## src/rtl/shift_register_seq_engine.sv

```systemverilog
// shift_register_seq_engine
// Sequential multi-position shifter. It accepts a command (an optional
// parallel load, a shift count, a direction and a mode) through a valid/ready
// handshake. It then performs one single-position shift per clock for the
// programmed count, and pulses done for one cycle when the count is finished.
//
// Ports:
//   clk, reset        rising-edge clock, asynchronous active-high reset
//   cmd_valid/ready   command handshake (ready only while idle)
//   load, load_data   optional parallel load applied at the acceptance edge
//   shift_count       number of single-position shifts (0 allowed)
//   dir               0 = toward MSB, 1 = toward LSB
//   mode              00 logical, 01 rotate, 10 arithmetic, 11 as logical
//   serial_in         fill bit for logical shifts, sampled live per shift
//   q                 register contents
//   busy, done        busy in SHIFT/DONE; done is a one-cycle completion pulse
//   shift_out         last bit shifted out, held between shifts
//   zero_flag         (only with SHREG_ZERO_FLAG_EN) registered q==0 flag
//
// Optional feature macro: SHREG_ZERO_FLAG_EN
module shift_register_seq_engine #(
  parameter int WIDTH = 8,
  parameter int CNT_W = 4
) (
  input  logic             clk,
  input  logic             reset,
  input  logic             cmd_valid,
  output logic             cmd_ready,
  input  logic             load,
  input  logic [WIDTH-1:0] load_data,
  input  logic [CNT_W-1:0] shift_count,
  input  logic             dir,
  input  logic [1:0]       mode,
  input  logic             serial_in,
  output logic [WIDTH-1:0] q,
  output logic             busy,
  output logic             done,
  output logic             shift_out
`ifdef SHREG_ZERO_FLAG_EN
  ,
  output logic             zero_flag
`endif
);

  typedef enum logic [1:0] {
    IDLE  = 2'd0,
    SHIFT = 2'd1,
    DONE  = 2'd2
  } state_t;

  state_t           state;
  logic [CNT_W-1:0] cnt;
  logic             dir_r;
  logic [1:0]       mode_r;
  logic [WIDTH:0]   sh_res;   // {out bit, shifted value}
  logic [WIDTH-1:0] q_nxt;
  logic             accept;

  // One single-position shift. Returns {out_bit, new_value}.
  function automatic logic [WIDTH:0] shift_once(input logic [WIDTH-1:0] v,
                                                input logic             d,
                                                input logic [1:0]       m,
                                                input logic             si);
    logic ob;
    logic fill;
    ob = d ? v[0] : v[WIDTH-1];
    case (m)
      2'b01:   fill = ob;                          // rotate
      2'b10:   fill = d ? v[WIDTH-1] : 1'b0;       // arithmetic: sign / zero
      default: fill = si;                          // logical (11 aliases 00)
    endcase
    if (d) return {ob, fill, v[WIDTH-1:1]};
    else   return {ob, v[WIDTH-2:0], fill};
  endfunction

  assign cmd_ready = (state == IDLE);
  assign busy      = (state != IDLE);
  assign done      = (state == DONE);
  assign accept    = cmd_valid && (state == IDLE);

  // Next register value, shared by q and the optional zero flag so both
  // change on exactly the same edges.
  always_comb begin
    sh_res = shift_once(q, dir_r, mode_r, serial_in);
    q_nxt  = q;
    if (accept && load)
      q_nxt = load_data;
    else if (state == SHIFT)
      q_nxt = sh_res[WIDTH-1:0];
  end

  always_ff @(posedge clk or posedge reset) begin
    if (reset) begin
      state     <= IDLE;
      q         <= '0;
      cnt       <= '0;
      dir_r     <= 1'b0;
      mode_r    <= 2'b00;
      shift_out <= 1'b0;
    end else begin
      q <= q_nxt;
      case (state)
        IDLE: begin
          if (accept) begin
            dir_r  <= dir;
            mode_r <= mode;
            cnt    <= shift_count;
            state  <= (shift_count == '0) ? DONE : SHIFT;
          end
        end
        SHIFT: begin
          shift_out <= sh_res[WIDTH];
          cnt       <= cnt - 1'b1;
          if (cnt == CNT_W'(1))
            state <= DONE;
        end
        DONE:    state <= IDLE;
        default: state <= IDLE;
      endcase
    end
  end

`ifdef SHREG_ZERO_FLAG_EN
  always_ff @(posedge clk or posedge reset) begin
    if (reset) zero_flag <= 1'b1;
    else       zero_flag <= (q_nxt == '0);
  end
`endif

endmodule

```

## config.mk

```make
export PLATFORM = sky130hd
export DESIGN_NAME = shift_register_seq_engine
export DESIGN_NICKNAME = d
export VERILOG_FILES = /design/src/rtl/shift_register_seq_engine.sv
export SDC_FILE = /design/constraint.sdc
export NUM_CORES = 1
export LEC_CHECK = 0
export CORE_AREA = 3 3 49 63
export DETAILED_ROUTE_END_ITERATION = 12
export DIE_AREA = 0 0 52 66
export GPL_ROUTABILITY_DRIVEN = 0
export PLACE_DENSITY = 0.72
export SLEW_MARGIN = 20
export SYNTH_ARGS = -nofsm -noshare
export SYNTH_HDL_FRONTEND = slang
export SYNTH_SLANG_ARGS = --single-unit
```

## constraint.sdc

```tcl
create_clock -name clk -period 1.2 [get_ports clk]
set_input_delay 0.12 -clock clk [delete_from_list [all_inputs] [get_ports clk]]
set_output_delay 0.12 -clock clk [all_outputs]
set_load 0.02 [all_outputs]
```

# After elaboration in Yosys (flattened, before gate mapping)
# Cells that the tools add are included.
# word_totals
mem_count	0
latchBits	0
ram_bits	0
input_bits	20
reg_bits	18
mem_bits_ro	0
out_inout_bits	12
# classes
div_mod_pow	0
n_eq_ne	7
n_lt_le_gt_ge	0
reduce_logical	10
mul	0
add_sub_neg	1
bitwise_logic	0
n_mux	12
n_shift	0
# op_table
cell	count
two-way mux 8 bit	3
one-hot mux 4 bit (2 select lines)	1
two-way mux 2 bit	3
AND reduction 2 bit	3
nonzero test 2 bit	3
equality test 2 x 1 -> 1 bit, second input constant	2
equality test 2 bit, second input constant	2
equality test 4 x 1 -> 1 bit, second input constant	1
zero test 4 bit	1
two-way mux 4 bit	1
inequality test 2 x 1 -> 1 bit, second input constant	2
one-hot mux 2 bit (2 select lines)	1
subtractor 4 x 1 -> 4 bit, second input constant	1
logical AND 1 bit	2
zero test 2 bit	1
two-way mux 1 bit	2
one-hot mux 1 bit (2 select lines)	1

# Longest topological paths before layout
# Gate-level depths: netlist (run 1).
# logic_depth
word_depth	5
mapped_depth	5
ltp_nobuf	5

# Worst setup path after synthesis (run 1)
# No wires, ideal clock.
# synth_path
path_kind	flip-flop to flip-flop
start	reg state[0]
end	reg dir_r
setup_ns	0.125
path_buffers	1
path_slack_ns	-0.154
stages_incl_launch_ff	4
t_arrival_ns	1.229
cell_sequence	dfrtp_1 or3b_1 buf_6 mux2_4
# synth_between
elab_chain_cells	3
# synth_rtl
item	line	source
from (decl)	51	state_t state;
from (signal assigned)	108	state <= (shift_count == '0) ? DONE : SHIFT;
zero test 2 bit *	79, 102	
logical AND 1 bit	79	assign accept = cmd_valid && (state == IDLE);
AND reduction 2 bit (no source line) *	-	
to (signal assigned)	105	dir_r <= dir;
to (decl)	53	logic dir_r;
# Every way passes the cells marked *; elsewhere a longest branch is shown, timed or not.
# A chain may end at the register's enable or synchronous reset.

# Worst setup path in the final report (run 1)
# layout_path
start	reg state[0]
end	reg q[7]
# layout_between
elab_chain_cells	4
word_cells_on_any_way	6
cone_classes	eq/ne: 1; mux: 1; reduce/logical: 4
# layout_rtl
item	line	source
zero test 2 bit	79	
logical AND 1 bit	79	
logical AND 1 bit	86	if (accept && load)
two-way mux 8 bit / nonzero test 2 bit (equally long branches)	-	
to (signal assigned)	101	q <= q_nxt;
to (decl)	35	output logic [WIDTH-1:0] q,
# Parallel ways exist; a longest one is shown, timed or not.

==> flow_summary.ini, run 1 <==
[yosys]
syn_nets = 118
ys_ff_latch = 18
yosysTopAreaCellShare = 0.435
yosys_warnings = 0
netlist_area_um2 = 1030
synth_cells = 94
ys_seq_area_frac = 0.435
synth_area_leaders = dfrtp_1 44%, a221o_1 6.8%, mux2i_1 6.8%
ys_types = 35
syn_avg_cell_area_um2 = 11.0
yosysTopAreaCell = dfrtp_1

[clock_tree]
clock_path_buffers = 2
cts_made_buffers = 3
clk_pin_slew_worst_paths_ps = 110
htree_num_levels = 1
clock_sinks = 18
cts_tree = yes
cts_root_buffer = clkbuf_4
insertion_delay_ps = 300

[status]
status = finished with violations
violations = setup timing

[drt]
dr_total_vias = 966
via_per_inst = 5.28
route.detailed.drc = 0
wirelength_mm = 2.68
dr.pass1.iters = 4
ant_nets = 0
drt_iter0_drc = 20
wl_per_cell_um = 14.6

[global_routing]
overflow = 0
grt_max_degree = 19
grtUsageTotal = 0.172
grt_first_pass_wirelength_mm = 4.27
grt_pass1_vias = 996
antenna_found_initial = 0

[cells_and_area]
fin_cells = 183
drive_above_1_share = 0.376
area_delta_synth_final_pct = 62.2
design_area_um2 = 1680
fin_nets = 174
diodes = 0

[setup_path]
slowest_stage = dfrtp_1
arrival_ps = 1600
crit_fanout = 4
crit_type = flip-flop to flip-flop
end_kind = flip-flop
cpPeakStageDelay_ps = 440
crit_path_start_kind = flip-flop
path_cells = buf_6, and2b_2, a32o_2, a211o_1
critPathRequiredTime_ps = 1400

[timing]
tightest_slew_ps = 410
rsz0062_at_grt = true
worst_slack_ps = -201
fin_crit_sh = 1.17
setup-violations-final = 19
final_max_slew_viol_count = 0
maxSlewHeadroom = 0.724
hold_viol = 0
clock_skew_ps = 0.895
fmax_mhz = 714
period_needed_ps = 1400
fin_hold_ws_ps = 114

[place]
placed_area_um2 = 1520
dp.cells = 173
port_buffers = 31
dpl.hpwl_mm = 1.93

[power]
p_leak_uw = 0.000788
vdd.ir_drop.worst_mv = 1.46
power_uw = 4500
powerDensity_nw_per_um2 = 2680

[hold_path]
min_path_type = input port to asynchronous set/reset pin

[die]
core_um2 = 2600
num_rows = 21
die_area_um2 = 3430
die_h_um = 66
start_util = 0.398
ios = 32
die_w_um = 52

[job]
drv_cap = 0
-- metal layers --
metal	up-vias	part of all wire	wire length [um]	track usage
li1	464	-	-	-
met3	9	0.059	158	0.0316
met1	459	0.40	1080	0.172
met5	-	0	0	0
met2	34	0.50	1340	0.303
met4	0	0.037	98	0.131
-- power by group --
part	internal, uW	switching, uW
Combinational	1620	1350
Sequential	904	236
Clock	185	205
-- stage by stage --
| step | setup slack [ps] | setup TNS (ps) | utilization |
|---|---|---|---|
| 6_report | -201 | -2940 | 0.645 |
| 5_1_grt | -258 | -3850 | 0.645 |
| 4_1_cts | -199 | -2840 | 0.618 |
| 3_5_place_dp | -419 | -6320 | 0.583 |
| 3_3_place_gp | -362 | -5850 | 0.583 |
| 2_1_floorplan | -139 | -1020 | - |
-- worst max-delay path: cells and delay by family (launching register included) --
kind,cells,cell delay (ps)
compound gates,2,490
buf+inv,1,140
flops,1,440
simple gates,1,230
-- state kept, by name, summed over array words and instances (netlist names) --
| name | flops |
|---|---|
| q | 8 |
| cnt | 4 |
| shift_out | 1 |
| state | 2 |
| dir_r | 1 |
| mode_r | 2 |
-- logic make-up (layout without fill, tap and decap cells) --
logic type | count (synthesis) | in the layout | share of synthesized area
muxes | 11 | 11 | 0.122
adders and majority gates | 4 | 4 | 0.0484
and+or+nand+nor | 27 | 27 | 0.160
buffers and inverters | 14 | 69 | 0.0689
xor gates and xnor gates | 1 | 1 | 0.00847
DFF | 18 | 18 | 0.435
AOI/OAI and AO/OA | 19 | 19 | 0.157
-- worst paths after layout --
| kind | cells after the start | start | endpoint | slack, ps |
|---|---|---|---|---|
| setup / recovery | 4 | state[0] | q[7] | -200 |
| hold / removal | 3 | reset | mode_r[1] | 110 |
| setup reg to reg | 4 | state[0] | q[7] | -200 |
| hold reg to reg | 2 | shift_out | shift_out | 520 |
| max in group asynchronous | 3 | reset | q[1] | 900 |
| min in group clk | 2 | mode[0] | mode_r[0] | 420 |
-- cell usage in the layout (no fill, tap or decap), types with 2 or more instances in the layout --
cell type | synthesis | final
a21oi_1 | 2 | 2
dlygate4sd2_1 | 0 | 5
ha_1 | 4 | 3
clkbuf_2 | 1 | 2
buf_6 | 2 | 5
nor2_4 | 1 | 2
clkbuf_4 | 0 | 3
mux2i_1 | 7 | 7
inv_1 | 9 | 8
clkdlybuf4s50_1 | 0 | 19
nand2_1 | 2 | 2
buf_4 | 0 | 19
nor2_1 | 7 | 6
mux2_4 | 3 | 3
dfrtp_1 | 18 | 18
nand3b_1 | 3 | 3
a221o_1 | 7 | 7
buf_12 | 0 | 2
-- final cells by class --
type / count / area, um^2
Multi-Input combinational cell: 62 / 591
Timing Repair Buffer: 56 / 524
Clock buffer: 4 / 36.3
Tap cell: 34 / 42.5
Sequential cell: 18 / 450
Fill cell: 192 / 923
Inverter: 9 / 33.8
-- what timing repair did --
item | 4_1_cts | 5_1_grt
hold buffers | 0 | 0
setup endpoints to repair | 28 | 24
cloned | 0 | 0
pin swaps | 4 | 1
resized for setup | 43 | 11
setup buffers | 1 | 5
-- Yosys cell counts --
| cell type | number |
|---|---|
| xor2_1 | 1 |
| or3b_1 | 1 |
| clkbuf_2 | 1 |
| nand4b_1 | 1 |
| dfrtp_1 | 18 |
| nor2_4 | 1 |
| and4bb_1 | 1 |
| o221ai_1 | 1 |
| nand2_1 | 2 |
| a32o_1 | 2 |
| o32ai_1 | 1 |
| or2_2 | 1 |
| inv_1 | 9 |
| nand3b_1 | 3 |
| nand2b_1 | 1 |
| o211ai_1 | 1 |
| nand3_1 | 3 |
| o22ai_1 | 1 |
| a221o_1 | 7 |
| o21ai_0 | 1 |
| a311oi_1 | 2 |
| buf_2 | 2 |
| mux2i_1 | 7 |
| nor3b_1 | 1 |
| a21oi_1 | 2 |
| a211o_1 | 1 |
| buf_6 | 2 |
| or3_1 | 1 |
| nor2_1 | 7 |
| nor2b_1 | 2 |
| nor4_1 | 1 |
| mux2_2 | 1 |
| mux2_4 | 3 |
| ha_1 | 4 |
| and2b_1 | 1 |
Note: power is estimated with default switching activity, not from simulation.
==> run 2: changes to the inputs <==
--- a/config.mk
+++ b/config.mk
@@ -5,6 +5,7 @@
 export SDC_FILE = /design/constraint.sdc
 export NUM_CORES = 1
 export LEC_CHECK = 0
+export ABC_AREA = 0
 export CORE_AREA = 3 3 49 63
 export DETAILED_ROUTE_END_ITERATION = 12
 export DIE_AREA = 0 0 52 66
==> results of run 2 <==
Final layout, timing and power as in run 1 (identical DEF).
==> run 3: changes to the inputs <==
--- a/config.mk
+++ b/config.mk
@@ -6,9 +6,9 @@
 export NUM_CORES = 1
 export LEC_CHECK = 0
 export ABC_AREA = 0
-export CORE_AREA = 3 3 49 63
+export CORE_AREA = 2 2 48 62
 export DETAILED_ROUTE_END_ITERATION = 12
-export DIE_AREA = 0 0 52 66
+export DIE_AREA = 0 0 50 64
 export GPL_ROUTABILITY_DRIVEN = 0
 export PLACE_DENSITY = 0.72
 export SLEW_MARGIN = 20
==> run 3 against run 2 <==
  * The flow still finishes with violations (setup timing)
  * Core utilization up 1.6 points
  * Non-clock buffer count up 3
  * Sequential power is essentially flat
  * Combinational power grew 6.7%
  * Routed wire length grew 6.3%
  * Clock skew increased by 6.8 ps
  * Critical endpoint is now q[4]
  * Largest power group unchanged
  * Highest routed layer unchanged
==> flow_summary.ini, run 3 (synthesis results as in run 1) <==
[timing]
fin_crit_sh = 1.21
fin_hold_ws_ps = 128
final_max_slew_viol_count = 0
period_needed_ps = 1450
rsz0062_at_grt = true
tightest_slew_ps = 407
maxSlewHeadroom = 0.726
worst_slack_ps = -249
fmax_mhz = 690
setup-violations-final = 19
clock_skew_ps = 7.73
hold_viol = 0

[place]
port_buffers = 31
placed_area_um2 = 1540
dpl.hpwl_mm = 1.97
dpl_worst_slack_ps = -427

[setup_path]
regToRegStartpoint = state[0]
end_kind = flip-flop
worst-r2r-setup-slack_ps = -250
crit_type = flip-flop to flip-flop
crit_fanout = 8
r2r_end = q[4]
ff2ff_path_depth = 4
arrival_ps = 1640
crit_path_start_kind = flip-flop
critPathRequiredTime_ps = 1390

[drt]
dr_total_vias = 993
via_per_inst = 5.37
dr.pass1.iters = 4
ant_nets = 0
wl_per_cell_um = 15.4
drt_iter0_drc = 26
route.detailed.drc = 0
wirelength_mm = 2.85

[power]
p_clk_frac = 0.066
p_switching_uw = 1860
power.internal_uw = 2770
p_leak_uw = 0.000805
power_uw = 4620
switching_share = 0.401
powerDensity_nw_per_um2 = 2690
seqPwrFrac = 0.248
combPwrFrac = 0.685
vdd.ir_drop.worst_mv = 1.44

[cells_and_area]
area_delta_synth_final_pct = 66.3
largest_reg_flops = 8
seq_area_um2 = 450
largest-register = q
fin_nets = 177
design_area_um2 = 1720
multi_input_area_um2 = 618
n_fill_cell = 195
fin_util = 0.661
mostFrequentLayoutCells = 22 x buf_4, 19 x clkdlybuf4s50_1, 18 x dfrtp_1
drive_above_1_share = 0.377
final_common_cell = buf_4
diodes = 0
largest_registers = q (8), cnt (4)

[clock_tree]
cts_tree = yes
htree_num_levels = 1
cts_root_buffer = clkbuf_4
cts_hold_buf = 0
clock_path_buffers = 2
cts_made_buffers = 3
clock_sinks = 18
clk_pin_slew_worst_paths_ps = 110
insertion_delay_ps = 290

[global_routing]
met1_usage = 0.209
use_met2 = 0.339
grt_max_degree = 19
grtUsageTotal = 0.187
gr-usage-met3 = 0.0421
antenna_found_initial = 0
grt_first_pass_wirelength_mm = 4.62
grt_pass1_vias = 1012
overflow = 0
busiest_layer = met2

[die]
die_w_um = 50
die_h_um = 64
die_area_um2 = 3200
ios = 32
core_um2 = 2600
num_rows = 21
start_util = 0.398

[hold_path]
min_path_type = input port to asynchronous set/reset pin

[status]
violations = setup timing
status = finished with violations

[job]
drv_cap = 0
-- run 3: changes by cell type in the layout (fill, tap and decap cells not counted), sizes merged --
cell and change:
buf +3, clkbuf -3, dlygate4sd2 +2
-- run 3: final cells by class --
type / count / share of cell area
repair buffers: 59 / 0.320
clock buffers: 3 / 0.0131
flip-flops and latches: 18 / 0.262
inverters: 9 / 0.0211
well taps: 34 / 0.0247
multi-input cells: 62 / 0.359
-- run 3: how the worst max path moves through the flow --
stage | start | slack (ps) | cells past startpoint | to
3_5_place_dp | cmd_valid | -430 | 5 | cnt[1]
5_1_grt | state[0] | -300 | 4 | q[4]
2_1_floorplan | state[1] | -140 | 3 | dir_r
6_report | state[0] | -250 | 4 | q[4]
4_1_cts | state[1] | -220 | 4 | q[3]
3_3_place_gp | cmd_valid | -370 | 4 | cnt[3]
-- run 3: timing repair --
action,in CTS,in global routing
gates cloned,0,0
pin swaps,7,4
resized for setup,43,18
setup buffers,4,1
setup endpoints to repair,29,23
-- run 3: metrics by stage --
stage                     std cells  setup TNS (ps)
after floorplan                  94           -1020
after global placement          177           -5870
after detailed placement        177           -6490
after CTS                       184           -2860
after global routing            185           -4230
final                           185           -3340
-- run 3: critical path, cell delays in order, from the launching register on --
cell and delay [ps]:
dfrtp_1 450, buf_6 140, and4bb_4 370, nor2_4 70, a221o_1 310
-- run 3: power groups by stage --
| stage | clock network [uW] | logic (uW) | registers, uW |
|---|---|---|---|
| 5_1_grt | 336 | 3450 | 1190 |
| 3_5_place_dp | 0 | 2660 | 1140 |
| 4_1_cts | 305 | 2900 | 1130 |
| 3_3_place_gp | 0 | 2590 | 1130 |
| 2_1_floorplan | 0 | 1330 | 1300 |
| 6_report | 306 | 3170 | 1150 |
-- run 3: per-layer routing --
layer | wire length [um] | vias up
met3 | 179 | 9
met1 | 1100 | 485
met4 | 62 | 0
met2 | 1510 | 38
li1 | - | 461
met5 | 0 | -
